File: config.mk
export PLATFORM = sky130hd
export DESIGN_NAME = vga_timing_gen
export DESIGN_NICKNAME = d
export VERILOG_FILES = /design/src/rtl/vga_timing_gen.sv
export SDC_FILE = /design/constraint.sdc
export NUM_CORES = 1
export LEC_CHECK = 0
export CORE_ASPECT_RATIO = 1.5
export CORE_MARGIN = 2
export CORE_UTILIZATION = 51
export DETAILED_ROUTE_END_ITERATION = 7
export HOLD_SLACK_MARGIN = 0.02
export PLACE_DENSITY = 0.85
export SYNTH_ARGS = -nofsm -noshare
export SYNTH_HDL_FRONTEND = slang
export SYNTH_SLANG_ARGS = --single-unit
File: constraint.sdc
create_clock -name clk -period 3.2 [get_ports clk]
set_input_delay 0.48 -clock clk [delete_from_list [all_inputs] [get_ports clk]]
set_output_delay 0.48 -clock clk [all_outputs]
set_load 0.01 [all_outputs]
File: src/rtl/vga_timing_gen.sv
// vga_timing_gen: parameterised VGA raster timing generator and pixel output stage.
// Runs a 12-bit h/v counter pair, pulls pixels over valid/ready during the
// active region and drives registered RGB, sync and blanking pins.
// Optional feature macro: VGA_UNDERFLOW_CNT_EN builds the 16-bit saturating
// underflow counter; without it underflow_cnt is tied to 0.
module vga_timing_gen #(
  parameter int H_ACTIVE = 640,
  parameter int H_FP     = 16,
  parameter int H_SYNC   = 96,
  parameter int H_BP     = 48,
  parameter int V_ACTIVE = 480,
  parameter int V_FP     = 10,
  parameter int V_SYNC   = 2,
  parameter int V_BP     = 33,
  parameter int HS_POL   = 0,
  parameter int VS_POL   = 0
) (
  input  logic        clk,
  input  logic        reset_n,
  input  logic        enable,
  input  logic [23:0] pix_data,
  input  logic        pix_valid,
  output logic        pix_ready,
  output logic [7:0]  vga_r,
  output logic [7:0]  vga_g,
  output logic [7:0]  vga_b,
  output logic        vga_hs,
  output logic        vga_vs,
  output logic        vga_blank_n,
  output logic        vga_sync_n,
  output logic        frame_start,
  output logic        underflow,
  input  logic        underflow_clr,
  output logic [15:0] underflow_cnt
);

  localparam int H_TOTAL = H_ACTIVE + H_FP + H_SYNC + H_BP;
  localparam int V_TOTAL = V_ACTIVE + V_FP + V_SYNC + V_BP;

  // Region boundaries in counter units; sync is [S, E).
  localparam logic [11:0] H_LAST = 12'(H_TOTAL - 1);
  localparam logic [11:0] H_ACT  = 12'(H_ACTIVE);
  localparam logic [11:0] H_SS   = 12'(H_ACTIVE + H_FP);
  localparam logic [11:0] H_SE   = 12'(H_ACTIVE + H_FP + H_SYNC);
  localparam logic [11:0] V_LAST = 12'(V_TOTAL - 1);
  localparam logic [11:0] V_ACT  = 12'(V_ACTIVE);
  localparam logic [11:0] V_SS   = 12'(V_ACTIVE + V_FP);
  localparam logic [11:0] V_SE   = 12'(V_ACTIVE + V_FP + V_SYNC);

  localparam logic HS_ON  = (HS_POL != 0);
  localparam logic HS_OFF = !HS_ON;
  localparam logic VS_ON  = (VS_POL != 0);
  localparam logic VS_OFF = !VS_ON;

  logic [11:0] h_cnt, v_cnt;
  logic        h_end, v_end;
  logic        active, hs_raw, vs_raw;

  assign h_end  = (h_cnt == H_LAST);
  assign v_end  = (v_cnt == V_LAST);
  assign active = (h_cnt < H_ACT) && (v_cnt < V_ACT);
  assign hs_raw = (h_cnt >= H_SS) && (h_cnt < H_SE);
  assign vs_raw = (v_cnt >= V_SS) && (v_cnt < V_SE);

  // Ready depends only on raster position, never on pix_valid, so the source
  // cannot stall the raster.
  assign pix_ready = enable && active;

  // Raster counters: free-run while enabled, parked at (0,0) while disabled so
  // a re-enable always starts a fresh frame.
  always_ff @(posedge clk or negedge reset_n) begin
    if (!reset_n) begin
      h_cnt <= '0;
      v_cnt <= '0;
    end else if (!enable) begin
      h_cnt <= '0;
      v_cnt <= '0;
    end else if (h_end) begin
      h_cnt <= '0;
      v_cnt <= v_end ? '0 : v_cnt + 12'd1;
    end else begin
      h_cnt <= h_cnt + 12'd1;
    end
  end

  // Output stage: every pin is one clock behind the counters, so the pixel
  // accepted at a position and that position's sync/blank land together.
  always_ff @(posedge clk or negedge reset_n) begin
    if (!reset_n) begin
      {vga_r, vga_g, vga_b} <= '0;
      vga_hs      <= HS_OFF;
      vga_vs      <= VS_OFF;
      vga_blank_n <= 1'b0;
      vga_sync_n  <= 1'b1;
      frame_start <= 1'b0;
      underflow   <= 1'b0;
    end else begin
      {vga_r, vga_g, vga_b} <= (pix_ready && pix_valid) ? pix_data : 24'h0;
      vga_hs      <= (enable && hs_raw) ? HS_ON : HS_OFF;
      vga_vs      <= (enable && vs_raw) ? VS_ON : VS_OFF;
      vga_blank_n <= pix_ready;
      vga_sync_n  <= 1'b1;
      frame_start <= enable && (h_cnt == '0) && (v_cnt == '0);
      underflow   <= pix_ready && !pix_valid;
    end
  end

`ifdef VGA_UNDERFLOW_CNT_EN
  // Miss counter: counts registered underflow pulses, saturates, clear wins.
  always_ff @(posedge clk or negedge reset_n) begin
    if (!reset_n)
      underflow_cnt <= '0;
    else if (underflow_clr)
      underflow_cnt <= '0;
    else if (underflow && (underflow_cnt != 16'hFFFF))
      underflow_cnt <= underflow_cnt + 16'd1;
  end
`else
  logic unused_clr;
  assign unused_clr    = underflow_clr;
  assign underflow_cnt = '0;
`endif

endmodule

==> metrics.txt <==
Post-Layout Cell Count=360; top cells by count, synth=dfrtp_1 (51), and3_1 (25), buf_4 (17), nor2_1 (16), nand3_1 (14); max_cap viols=0; CTS tree=built; Crit path largest cell delay=between 0.5 and 0.6 ns; worst setup path category=input pin to output pin; remaining routing DRC violations=0; crit path DAT=approximately 2.2 ns; CTS clock-pin slew for the worst setup and hold paths=0.10 ns; cell mode on critical path=clkdlybuf4s50_1; top cell type's share of synthesized area=48.8%; Final min period=approximately 2.7 ns; GR Overflow Total=0; CP Cell Sequence=clkdlybuf4s50_1, inv_1, nor4_1, and4_1, clkdlybuf4s50_1; Clock Tree Buf Depth=2; top_reg_cell synth=dfrtp_1; site row count=31; antenna-violating nets left=0; antenna cell count=0; static leakage=1.45 nW; Critical Path RT=around 2.7 ns; setup TNS=0 ns; Final period util=83.6%; Area Growth Syn to Fin=22.2%; HP Class=input pin to asynchronous set/reset pin; Seq/Total Area, Yosys=50.8%; worst-path maximum fanout=4; skew final=0.0102 ns; Slew Viols, Final=0; clock root cell=clkbuf_8; Placer Congestion=0.961; initial antenna violation count=0; status=complete, no violations; leading area contributor after synthesis=dfrtp_1; ys async rst share=100%; mapped cell area=0.00262 mm2; worst slew pin tran=about 0.76 ns; Die Wd=62.5 um; unrepaired setup endpoints after global routing=false; relative slew slack=between 40% and 50%; IO Port Bufs=57; post-CTS sizing=0; Placeable Area=0.00489 mm2; largest net degree at the start of global routing=36; layout cells sized above 1=8.84%; Post-layout nets=~330; final hold violations=0; Filler Cell Count=a little under 400; Achievable Freq=0.374 GHz; CTS Sinks=between 50 and 60; CTS Buf Count=5; hpwl dp=3870 um; gate count of the mapped netlist=241; Cell variety after synth=50; routed wire length per instance=~15 um; CP Launch Type=input pin; Final setup viols=0; CTS Hold Buffers Added=0; Power Dens Cells=387 mW/mm2; Starting Density=53.5%; most frequent cell after synthesis=dfrtp_1; Synth area leaders=dfrtp_1 (49%), and3_1 (6.0%), buf_4 (4.9%); CP Capture Type=output pin; Seq cells post-synth=53; Die ar.=0.00573 mm2; WP buf/inv=3; CP delay by family, top=buffers and inverters; Post-Route WL=5550 um; synth warn=0; Tot GR Track Use=20.0%; router iterations before antenna repair=4; clock latency on the worst-skew pair=between 0.3 and 0.4 ns; Post-synth EDFFs=0; vias in the first global route=1939; slowest cell on the critical path=clkdlybuf4s50_1; post-placement cell count=352; Final WS setup=between 0.5 and 0.6 ns; Setup Fix Bufs, Post-CTS=0; routed vias/inst=~5.7; die height=91.7 um; DR vias=2035; drt first-iter violations=86; H-tree depth=2; Syn Area/Cell=10.9 um2; Max VDD drop=around 0.00033 V; dpl ws=0.514 ns; IO Pins=76; first-pass GRT wire length=around 9200 um
## worst paths after layout
| check | cells after the start | from | end | slack (ns) |
|---|---|---|---|---|
| setup / recovery | 5 | enable | pix_ready | 0.53 |
| hold / removal | 1 | reset_n | v_cnt[8]$_DFFE_PN0P_ | 0.23 |
| setup reg to reg | 5 | h_cnt[0]$_DFF_PN0_ | v_cnt[11]$_DFFE_PN0P_ | 1.09 |
| hold reg to reg | 1 | h_cnt[0]$_DFF_PN0_ | h_cnt[0]$_DFF_PN0_ | 0.53 |
| max in group asynchronous | 2 | reset_n | vga_g[6]$_DFF_PN0_ | 2.25 |
| min in group clk | 1 | h_cnt[0]$_DFF_PN0_ | h_cnt[0]$_DFF_PN0_ | 0.53 |
## cell families after synthesis
kind of cell               count (synthesis)  synth area share [%]
and+or+nand+nor                          107                  24.6
adders and majority gates                  4                  1.91
other                                      2                 0.287
AOI/OAI and AO/OA                         24                  7.37
xor gates and xnor gates                  11                  3.68
DFF                                       53                  50.8
buffers and inverters                     40                  11.3
## layer usage
metal / vias up / share of wire [%] / GRT usage [%]
met1: 974 / 35 / 21.0
met2: 112 / 52 / 35.9
li1: 928 / - / -
met5: - / 0 / 0
met4: 0 / 3.3 / 8.89
met3: 21 / 10 / 6.75
## stage by stage
step / total power (W) / cell area (um2) / hold slack (ns) / util (%)
global placement: 0.000839 / 3100 / 0.492 / 63.3
floorplan: 0.000774 / 2670 / 0.184 / -
global route: 0.00129 / 3200 / 0.300 / 65.4
detailed placement: 0.000843 / 3100 / 0.513 / 63.3
finish: 0.00124 / 3200 / 0.232 / 65.4
CTS: 0.00124 / 3200 / 0.266 / 65.4
## state kept, by name, summed over array words and instances, names as in the netlist
register / count
v_cnt: 12
h_cnt: 12
underflow: 1
vga_r: 8
vga_b: 8
vga_g: 8
vga_blank_n: 1
vga_vs: 1
vga_hs: 1
frame_start: 1
## power by group
part	leakage (nW)	internal, W	switching, W
clock	0.0518	0.000180	0.000226
combinational	0.681	0.0000707	0.0000657
sequential	0.714	0.000686	0.00000724
## worst reg2reg max path, delay by kind of cell, from the launching register on
kind	cells	cell delay, ns
AOI/OAI and AO/OA	1	0.30
adders and majority gates	1	0.21
DFF	1	0.43
and+or+nand+nor	3	1.10
## area by class of cell
cell class	count	area (um2)	share of cell area, %
inverters	7	26.3	0.822
repair buffers	63	611	19.1
clock buffers	6	82.6	2.58
flip-flops and latches	53	1330	41.6
clock inverters	2	17.5	0.548
well taps	66	82.6	2.58
multi-input cells	163	1050	32.8
## cells in the final DEF, fill, tap and decap left out, types with 4 or more instances in the layout
cell	n
clkdlybuf4s50_1	56
dfrtp_1	51
and3_1	25
conb_1	17
nor2_1	16
nand3_1	14
nand2_1	11
nand4_1	9
inv_1	7
xor2_1	7
clkbuf_8	6
buf_4	6
and4_1	5
a41oi_1	5
nor4_1	4
o21ai_0	4
nor3_1	4
xnor2_1	4
a31oi_1	4
ha_1	4
No activity file was read; power rests on OpenSTA's default activity.
